**src/rtl/dly_bank_pkg.sv**
```systemverilog
// dly_bank_pkg: shared constants, width helpers and the config record for dly_bank.
package dly_bank_pkg;

    localparam int DEF_CHANNELS = 10;
    localparam int DEF_DEPTH    = 8;

    // tap_sel width: enough for DEPTH-1 plus one spare bit to spot out-of-range requests
    function automatic int sel_w(input int depth);
        return $clog2(depth) + 1;
    endfunction

    function automatic int idx_w(input int depth);
        return (depth > 1) ? $clog2(depth) : 1;
    endfunction

    typedef struct packed {
        logic [sel_w(DEF_DEPTH)-1:0] tap;
        logic [DEF_CHANNELS-1:0]     mask;
    } cfg_t;

endpackage

```
**src/rtl/dly_chan_pipe.sv**
```systemverilog
// dly_chan_pipe: one-bit DEPTH-stage shift register with a selectable read tap.
module dly_chan_pipe import dly_bank_pkg::*; #(
    parameter int DEPTH = DEF_DEPTH,
    localparam int IDX_W = idx_w(DEPTH)
) (
    input  logic             clk,
    input  logic             rst_n,
    input  logic             clr,
    input  logic             d,
    input  logic [IDX_W-1:0] tap,
    output logic             q
);

    logic [DEPTH-1:0] stage;

    // clr wipes every stage behind the one being loaded this edge
    always_ff @(posedge clk or negedge rst_n) begin
        if (!rst_n)
            stage <= '0;
        else
            stage <= clr ? {{(DEPTH-1){1'b0}}, d} : {stage[DEPTH-2:0], d};
    end

    assign q = stage[tap];

endmodule

```
**src/rtl/dly_bank.sv**
```systemverilog
// dly_bank: multi-channel programmable-delay bank with per-channel inversion.
// Define DLY_BANK_CHECK_EN to add the expected-data comparator (exp_*, mismatch, err_cnt).
module dly_bank import dly_bank_pkg::*; #(
    parameter int CHANNELS = DEF_CHANNELS,
    parameter int DEPTH    = DEF_DEPTH,
    localparam int SEL_W   = sel_w(DEPTH)
) (
    input  logic                clk,
    input  logic                rst_n,
    input  logic                in_valid,
    input  logic [CHANNELS-1:0] in_data,
    input  logic                flush,
    input  logic                cfg_load,
    input  logic [SEL_W-1:0]    tap_sel,
    input  logic [CHANNELS-1:0] inv_mask,
    output logic                out_valid,
    output logic [CHANNELS-1:0] out_data,
    output logic                busy,
    output logic                cfg_err,
    output logic [SEL_W-1:0]    in_flight
`ifdef DLY_BANK_CHECK_EN
    ,
    input  logic [CHANNELS-1:0] exp_data,
    input  logic                exp_valid,
    output logic                mismatch,
    output logic [15:0]         err_cnt
`endif
);

    localparam int IDX_W = idx_w(DEPTH);
    localparam logic [IDX_W-1:0] TAP_MAX = IDX_W'(DEPTH - 1);
    localparam logic [SEL_W-1:0] CNT_MAX = SEL_W'(DEPTH);

    typedef struct packed {
        logic [IDX_W-1:0]    tap;
        logic [CHANNELS-1:0] mask;
    } act_cfg_t;

    act_cfg_t            cfg_q;
    logic [SEL_W-1:0]    count;
    logic [SEL_W-1:0]    cnt_nxt;
    logic                in_take;
    logic                cfg_take;
    logic                cfg_bad;
    logic                tap_v;
    logic [CHANNELS-1:0] tap_d;

    assign in_take   = in_valid & ~flush;
    assign cfg_take  = cfg_load & ~flush & ~busy;
    assign cfg_bad   = tap_sel >= CNT_MAX;
    assign busy      = count != '0;
    assign in_flight = count;

    // Accepting a config also clears stale valid bits left beyond the old tap,
    // so a longer new tap cannot re-emit patterns that already left.
    dly_chan_pipe #(.DEPTH(DEPTH)) u_vpipe (
        .clk   (clk),
        .rst_n (rst_n),
        .clr   (flush | cfg_take),
        .d     (in_take),
        .tap   (cfg_q.tap),
        .q     (tap_v)
    );

    for (genvar c = 0; c < CHANNELS; c++) begin : g_chan
        dly_chan_pipe #(.DEPTH(DEPTH)) u_pipe (
            .clk   (clk),
            .rst_n (rst_n),
            .clr   (1'b0),
            .d     (in_data[c]),
            .tap   (cfg_q.tap),
            .q     (tap_d[c])
        );
    end

    // A pattern stops counting at the edge it is latched into the output register.
    always_comb
        cnt_nxt = (in_take && !tap_v && count != CNT_MAX) ? count + SEL_W'(1) :
                  (!in_take && tap_v && count != '0)      ? count - SEL_W'(1) : count;

    always_ff @(posedge clk or negedge rst_n) begin
        if (!rst_n) begin
            cfg_q     <= '0;
            count     <= '0;
            out_valid <= 1'b0;
            out_data  <= '0;
            cfg_err   <= 1'b0;
        end else begin
            out_valid <= tap_v & ~flush;
            if (tap_v && !flush)
                out_data <= tap_d ^ cfg_q.mask;
            cfg_err <= cfg_load & ~flush & (busy | cfg_bad);
            if (cfg_take)
                cfg_q <= '{tap: cfg_bad ? TAP_MAX : tap_sel[IDX_W-1:0], mask: inv_mask};
            count <= flush ? '0 : cnt_nxt;
        end
    end

`ifdef DLY_BANK_CHECK_EN
    logic miss;

    assign miss = out_valid & exp_valid & (exp_data != out_data);

    always_ff @(posedge clk or negedge rst_n) begin
        if (!rst_n) begin
            mismatch <= 1'b0;
            err_cnt  <= '0;
        end else begin
            mismatch <= miss;
            if (miss && err_cnt != 16'hFFFF)
                err_cnt <= err_cnt + 16'd1;
        end
    end
`endif

endmodule

```
**config.mk**
```make
export PLATFORM = sky130hd
export DESIGN_NAME = dly_bank
export DESIGN_NICKNAME = d
export VERILOG_FILES = /design/src/rtl/dly_bank_pkg.sv /design/src/rtl/dly_chan_pipe.sv /design/src/rtl/dly_bank.sv
export SDC_FILE = /design/constraint.sdc
export NUM_CORES = 1
export LEC_CHECK = 0
export ABC_AREA = 1
export BUFFER_PORTS_ARGS = -buffer_cell sky130_fd_sc_hd__buf_2
export CORE_MARGIN = 8
export CORE_UTILIZATION = 40
export DETAILED_ROUTE_END_ITERATION = 7
export SLEW_MARGIN = 20
export SYNTH_ARGS = -nofsm -noshare
export SYNTH_HDL_FRONTEND = slang
export SYNTH_SLANG_ARGS = --single-unit
```
**constraint.sdc**
```tcl
create_clock -name clk -period 1.8 [get_ports clk]
set_input_delay 0 -clock clk [delete_from_list [all_inputs] [get_ports clk]]
set_output_delay 0 -clock clk [all_outputs]
set_load 0.02 [all_outputs]
```
# Yosys cells after proc, flatten, opt, wreduce, memory -nomap -nowiden
# Index checks and enable logic that the tools add are counted.
# Widths: inputs -> output; s select.
[word_totals]
ff_bits = 117
latchBits = 0
ramBits = 0
mem_bits_ro = 0
input_bits = 29
wordCells = 69
mem_count = 0
[classes]
addsub = 2
multipliers = 0
div = 0
n_lt_le_gt_ge = 2
eq_ne = 1
shift = 0
n_mux = 27
bitwise_logic = 10
reduce_logical = 10
[ops]
columns = ["op", "n"]
rows = [
  ["$bmux 1 s3", 11],
  ["$mux 4", 3],
  ["$mux 1", 11],
  ["$xor 10x10->10", 1],
  ["$mux 8", 1],
  ["$and 1x1->1", 5],
  ["$logic_and 1x1->1", 5],
  ["$add 4x1->4 const B", 1],
  ["$ge 4x4->1 const B", 1],
  ["$lt 3x4->1 const B", 1],
  ["$ne 4x4->1 const B", 1],
  ["$reduce_bool 4->1", 1],
  ["$sub 4x1->4 const B", 1],
  ["$logic_not 1->1", 3],
  ["$mux 3", 1],
  ["$reduce_bool 3->1", 1],
  ["$not 1->1", 2],
  ["$or 1x1->1", 2],
]

# Longest topological paths before layout
# Gate-level depths: netlist (run 1).
[depth]
depth_word = 8
mapped_depth = 16
mapped_depth_nobuf = 15

# By module
# Synthesis (run 1) repeated with hierarchy kept, for this count alone.
[unflattened]
hier_cells = 627
area_unflattened_um2 = 5082.4
[modules_own_cells]
columns = ["module", "n_inst", "cells_per_inst", "area_each_um2", "seq_area_each_um2"]
rows = [
  ["dly_chan_pipe", 11, 43, 336.6, 200.2],
  ["dly_bank", 1, 154, 1380.1, 725.7],
]

# Worst setup path after synthesis (run 1)
# OpenSTA, ideal clock, no wires.
[synth_timing]
kind = "register to register"
start = "register cfg_q[10] in the netlist's numbering"
end = "register count[3] (netlist: in_flight[3])"
t_arrival_ns = 1.858
path_slack_ns = -0.176
path_stages_with_launch = 17
path_buffers = 1
period_less_slack_ns = 1.976
cell_sequence = "dfrtp_1 buf_6 inv_6 nand2_1 nand3_2 nand3_2 nand2_4 nand2_4 ha_1 a21oi_1 nand2_1 xor2_1 inv_1 nand2_1 nand2_1 nand2_1 nand2_1"
[synth_between]
elab_chain_cells = 7
word_cells_on_any_way = 10
cone_classes = "mux: 4; reduce/logical: 6"
[synth_lines]
columns = ["item", "line_no", "source"]
rows = [
  ["start: declaration", "dly_bank.sv:39", "act_cfg_t cfg_q;"],
  ["start signal: assignment", "dly_bank.sv:94", "cfg_q <= '{tap: cfg_bad ? TAP_MAX : tap_sel[IDX_W-1:0], mask: inv_mask};"],
  ["$bmux 1 s3 *", "dly_chan_pipe.sv:24", "assign q = stage[tap];"],
  ["$mux 1 (implied by the code) *", "dly_chan_pipe.sv:24", ""],
  ["$logic_not 1->1", "dly_bank.sv:78", "cnt_nxt = (in_take && !tap_v && count != CNT_MAX) ? count + SEL_W'(1) :"],
  ["$logic_and 1x1->1 (2 in series)", "dly_bank.sv:78", ""],
  ["$mux 4", "dly_bank.sv:78", ""],
  ["$mux 4", "dly_bank.sv:95", "count <= flush ? '0 : cnt_nxt;"],
  ["end signal: assignment", "dly_bank.sv:95", ""],
  ["end: declaration", "dly_bank.sv:40", "logic [SEL_W-1:0] count;"],
]
# Every way passes the cells marked *; elsewhere a longest branch is shown, timed or not. The select of a mux whose other input is x is not followed.
# A chain may end at the register's enable or synchronous reset.

# Final worst setup path (run 1)
# Ends and elaborated chain as after synthesis.

==> impl_metrics.toml, run 1 <==
[floorplanning]
core-area_sq_um = 11200
start_util = 0.403
die_h_um = 122
dieArea_sq_um = 15000
fp.dieW_um = 122
io_pins = 46
fp-row-count = 39

[critical_path]
cp.required_ps = 2100
max_stage_delay_ps = 450
cpMaxStageDelayCell = "dfrtp_2"
cp-start-kind = "flip-flop"
critPathArrivalTime_ps = 2190
crit_path_end_kind = "flip-flop"
worstSetupPathType = "flip-flop to flip-flop"
crit_fanout = 6
cpMostUsedCell = "nand2_1"
path_cells = "clkinv_4 -> nand2_1 -> nand3_2 -> nand3_4 -> nand2_4 -> nand2_4 -> ha_4 -> nand3_2 -> nand2_2 -> xor2_2 -> inv_1 -> nand2_1 -> nand2_1 -> nand2_1 -> nand2_1"

[placement]
io_buffer_count = 45
placed_cell_area_sq_um = 5010
globalplace.congestion = 0.786
dp_cells = 644
dp_hpwl_um = 6320

[yosys]
netlist.area_leader.share = 0.648
synthTopCellsByCount = "dfrtp_1 (117), nand2_1 (110), nor2_1 (64)"
synth_flop_cell = "dfrtp_1"
yosys_register_bits = 117
netlist_instances = 449
yosys_warnings = 0
synth_edf_count = 0
synth_top_area_cell = "dfrtp_1"
syn_nets = 481
synth-seq-area-share = 0.648
synth.area.top_cells = "dfrtp_1 (65%), nand2_1 (9.1%), nor2_1 (5.3%)"
syn_area_per_cell_sq_um = 10.1
yosysUniqueCellTypes = 31
netlist_area_sq_um = 4520
async_flop_share = 1.00
yosysMostFrequentCell = "dfrtp_1"

[global_routing]
gr-total-overflow = 0
grt_pass1_vias = 3360
grt_usage = 0.143
grt_antenna_before_repair = 0
grt_max_degree = 46
grt_pass1_wl_um = 16500

[routing]
drt-total-wl_um = 10000
highest_layer = "met4"
met3_length_um = 542
wl_met1_um = 4480
vias = 3362
drc = 0
first_iter_violations = 228
routedWlPerCell_um = 14.1
firstDrtPassIters = 4
drtAntennaViolNets = 0
met2_length_um = 4870
viasPerCell = 4.76

[clock_network]
clk_latency_ps = 400
cts_sinks = 117
numCtsBuffers = 17
cts_buffer_depth = 2
clockRootBuffer = "clkbuf_16"
clkSlewWorstSetupHoldPaths_ps = 60
cts_tree = "done"
h-tree-depth = 4

[sta]
final.period_utilization = 1.05
max_freq_mhz = 529
finClkSkew_ps = 12.7
tightest_slew_ps = 594
slew_headroom = 0.604
maxSlewViolCount = 0
final.min_clock_period_ps = 1890
hold_viol_final = 0
finalSetupViolations = 3
setup_ws_ps = -91.6
rsz0062_at_grt = "true"

[run_status]
violations = "negative setup slack"
outcome = "finished, violations left"

[pwr]
seqPwrFrac = 0.324
clkPwrFrac = 0.309
p_per_area_nw_per_um2 = 1700
power_switching_mw = 3.57
p_comb_frac = 0.367
p_leak_nw = 2.89
p_int_mw = 6.58
vdd_drop_max_mv = 0.652
swShare = 0.352

[cells_and_area]
finalNetCount = 588
fillers = 977
instances_no_fill = 707
areaGrowthSynthToFinish_pct = 32.4
final_area_sq_um = 5990
diodes = 0
drive_gt1_frac = 0.234

[worst_hold_path]
hold_path.class = "primary input to asynchronous set/reset pin"

[job]
drv_cap = 0
-- placed cells by master, fill, tap and decap left out, types with 4 or more instances in the layout --
cell type,instances
nand3_2,6
nand3_1,18
nand2_1,106
nand2_2,5
dlygate4sd3_1,30
o21ai_0,39
buf_4,31
dfrtp_1,116
nor2_1,64
nand3b_1,8
clkinv_2,4
inv_1,18
buf_2,44
clkbuf_16,17
o21ai_1,22
-- timing repair --
item | CTS | global route
resized for setup | 4 | 12
hold buffers | 30 | 0
pin swaps | 7 | 9
buffers inserted | 3 | 3
hold endpoints to repair | 69 | 0
setup endpoints to repair | 3 | 11
-- critical path: cells and delay by family, from the launching register on --
kind / cells / cell delay [ps]
xor gates and xnor gates: 1 / 160
buffers and inverters: 2 / 140
adders and majority gates: 1 / 310
DFF: 1 / 450
and+or+nand+nor: 11 / 740
-- cells by family (layout without fill, tap and decap cells) --
kind of cell             Yosys count  after routing  synth area share
AND/OR/NAND/NOR                  217            217             0.209
flip-flops                       117            117             0.648
AO/OA/AOI/OAI                     68             68            0.0786
buffers and inverters             41            156            0.0487
adder cells (fa/ha/maj)            3              3           0.00997
XOR/XNOR                           3              3           0.00582
-- state kept, by name, summed over array words and instances, names as in the netlist --
name,count
in_flight,4
cfg_q,13
u_vpipe.stage,8
out_valid,1
out_data,10
cfg_err,1
g_chan.u_pipe.stage,80
-- area by class of cell --
cell class	instances	area, sq um	area share
Clock buffer	21	470	0.0786
Tap cell	143	179	0.0299
Sequential cell	117	2930	0.489
Inverter	23	93.8	0.0157
Timing Repair Buffer	106	773	0.129
Clock inverter	6	80.1	0.0134
Multi-Input combinational cell	291	1460	0.244
-- per-stage QoR --
stage          setup TNS (ps)  utilization  setup slack, ps  power, mW  hold slack (ps)
3_3_place_gp            -82.3        0.447            -82.3       6.66             41.1
6_report                 -163        0.533            -91.6       10.1              146
4_1_cts                  -114        0.526            -87.8       10.1              158
2_1_floorplan            -110            -             -110       5.76             -296
3_5_place_dp             -219        0.447             -130       6.74             45.9
5_1_grt                  -839        0.533             -203       10.9              210
-- worst paths after layout --
kind | start | end | slack, ps | depth (start not counted)
max in group asynchronous | rst_n | cfg_q[10] | 930 | 3
worst min-delay path | rst_n | g_chan[7].u_pipe.stage[0] | 150 | 2
worst max-delay path | cfg_q[10] | in_flight[3] | -90 | 15
worst min register to register | g_chan[4].u_pipe.stage[3] | g_chan[4].u_pipe.stage[4] | 360 | 0
min in group clk | in_data[5] | g_chan[5].u_pipe.stage[0] | 230 | 2
worst max register to register | cfg_q[10] | in_flight[3] | -90 | 15
-- power groups by stage --
stage	combinational [mW]	sequential [mW]	clock, mW
finish	3.72	3.29	3.14
global route	4.17	3.35	3.35
CTS	3.57	3.30	3.21
detailed placement	3.41	3.33	0
global placement	3.36	3.31	0
floorplan	2.32	3.44	0
-- routing by layer --
layer	vias up	global-route usage
met4	0	0.0746
met5	-	0
met1	1610	0.180
li1	1666	-
met2	78	0.222
met3	8	0.0419
Note: power is estimated with default switching activity, not from simulation.
==> run 2: changes to the inputs <==
--- a/config.mk
+++ b/config.mk
@@ -9,6 +9,8 @@
 export BUFFER_PORTS_ARGS = -buffer_cell sky130_fd_sc_hd__buf_2
 export CORE_MARGIN = 8
 export CORE_UTILIZATION = 40
+export CTS_BUF_LIST = sky130_fd_sc_hd__clkbuf_8
+export CTS_CLUSTER_DIAMETER = 150
 export DETAILED_ROUTE_END_ITERATION = 7
 export SLEW_MARGIN = 20
 export SYNTH_ARGS = -nofsm -noshare
==> impl_metrics.toml, run 2 (synthesis gave the netlist of run 1 again) <==
[sta]
final.min_clock_period_ps = 1880
slew_headroom = 0.609
final.period_utilization = 1.05
tightest_slew_ps = 587
finalSetupViolations = 3
hold_viol_final = 0
finClkSkew_ps = 18.0
setup_tns_ps = -131
maxSlewViolCount = 0
max_freq_mhz = 531
rsz0062_at_grt = "true"
setup_ws_ps = -82.1

[cells_and_area]
diodes = 0
final_common_cell = "dfrtp_1"
multiInputGateArea_sq_um = 1460
drive_gt1_frac = 0.234
areaGrowthSynthToFinish_pct = 28.2
largest_register_ffs = 80
top_regs = "g_chan.u_pipe.stage (80), cfg_q (13), out_data (10)"
layout_common_cells = "dfrtp_1 (116), nand2_1 (106), nor2_1 (64)"
top_register = "g_chan.u_pipe.stage"
fillers = 1008
finalNetCount = 588
ff_latch_area_sq_um = 2930

[placement]
io_buffer_count = 45
dp_hpwl_um = 6320
place_ws_ps = -130
globalplace.congestion = 0.786

[clock_network]
clkSlewWorstSetupHoldPaths_ps = 80
numCtsBuffers = 17
cts_sinks = 117
cts_buffer_depth = 2
h-tree-depth = 4
cts_tree = "done"
clockRootBuffer = "clkbuf_8"
clk_latency_ps = 420

[global_routing]
grt_max_degree = 46
grt_pass1_vias = 3347
grt_pass1_wl_um = 16300
gr-total-overflow = 0
grt_antenna_before_repair = 0
grt_usage = 0.140

[routing]
drtAntennaViolNets = 0
vias = 3372
routedWlPerCell_um = 14.0
drt-total-wl_um = 9890
viasPerCell = 4.77
first_iter_violations = 228
firstDrtPassIters = 4
drc = 0

[floorplanning]
io_pins = 46
fp.dieW_um = 122
fp-row-count = 39
die_h_um = 122
dieArea_sq_um = 15000
core-area_sq_um = 11200
start_util = 0.403

[pwr]
power_switching_mw = 3.45
swShare = 0.374
p_leak_nw = 2.80
seqPwrFrac = 0.357
vdd_drop_max_mv = 0.704
p_per_area_nw_per_um2 = 1590
p_comb_frac = 0.403
clkPwrFrac = 0.240
p_int_mw = 5.77

[critical_path]
cpMostUsedCell = "nand2_1"
path_cells = "clkinv_4 -> nand2_1 -> nand3_2 -> nand3_4 -> nand2_4 -> nand2_4 -> ha_4 -> nand3_2 -> nand2_2 -> xor2_2 -> inv_1 -> nand2_1 -> nand2_1 -> nand2_1 -> nand2_1"
cp.required_ps = 2120
path_buf_inv = 2
max_stage_delay_ps = 460
cpMaxStageDelayCell = "dfrtp_2"
r2r_end = "in_flight[3]"
cp.depth = 15
worstSetupPathType = "flip-flop to flip-flop"
r2r_slack_ps = -80
crit_path_start = "cfg_q[10]"
critical_path.top_delay_family = "simple AND/OR/NAND/NOR gates"
reg2reg_depth = 15
r2r-start = "cfg_q[10]"
cp-start-kind = "flip-flop"
critPathArrivalTime_ps = 2200
crit_fanout = 6
crit_path_end_kind = "flip-flop"

[worst_hold_path]
hold_path.class = "primary input to asynchronous set/reset pin"

[run_status]
violations = "negative setup slack"
outcome = "finished, violations left"

[job]
drv_cap = 0
[run 2: changes by cell type in the layout (fill, tap and decap cells not counted)]
| cell | before | now |
|---|---|---|
| inv_1 | 18 | 19 |
| clkbuf_1 | 1 | 0 |
| clkbuf_16 | 17 | 0 |
| clkbuf_8 | 3 | 20 |
[run 2: what timing repair did]
action,CTS,global route
hold buffers,30,0
pin swaps,7,9
gates resized for setup,4,12
endpoints found under the setup margin,3,12
hold endpoints to repair,70,0
setup buffers,3,3
[run 2: worst max-delay path by stage]
stage	end
finish	in_flight[3]
global route	in_flight[3]
CTS	in_flight[3]
detailed placement	in_flight[3]
global placement	in_flight[3]
floorplan	in_flight[3]
[run 2: final cells by class]
cell class,instances,area share
Clock inverter,7,0.0145
Multi-Input combinational cell,291,0.252
Timing Repair Buffer,106,0.133
Sequential cell,117,0.506
Clock buffer,20,0.0475
Tap cell,143,0.0309
Inverter,23,0.0162
[run 2: routing by layer]
metal,part of all wire,vias up,track usage
met3,0.042,10,0.0405
met2,0.49,65,0.219
li1,-,1661,-
met4,0.0097,0,0.0632
met5,0,-,0
met1,0.46,1636,0.179
[run 2: power by group through the flow]
stage          combinational [mW]  sequential [mW]  clock [mW]
6_report                     3.72             3.29        2.21
3_5_place_dp                 3.41             3.33           0
3_3_place_gp                 3.36             3.31           0
4_1_cts                      3.57             3.29        2.28
2_1_floorplan                2.32             3.44           0
5_1_grt                      4.16             3.34        2.42
[run 2: metrics by stage]
step                instance area [sq um]  total power [mW]  hold WS, ps   util  std cells
global placement                     5010              6.66         41.1  0.447        644
floorplan                            4530              5.76         -296      -        449
global route                         5790              9.92          177  0.516        707
detailed placement                   5010              6.74         45.9  0.447        644
CTS                                  5710              9.14          133  0.508        704
finish                               5790              9.22          137  0.516        707
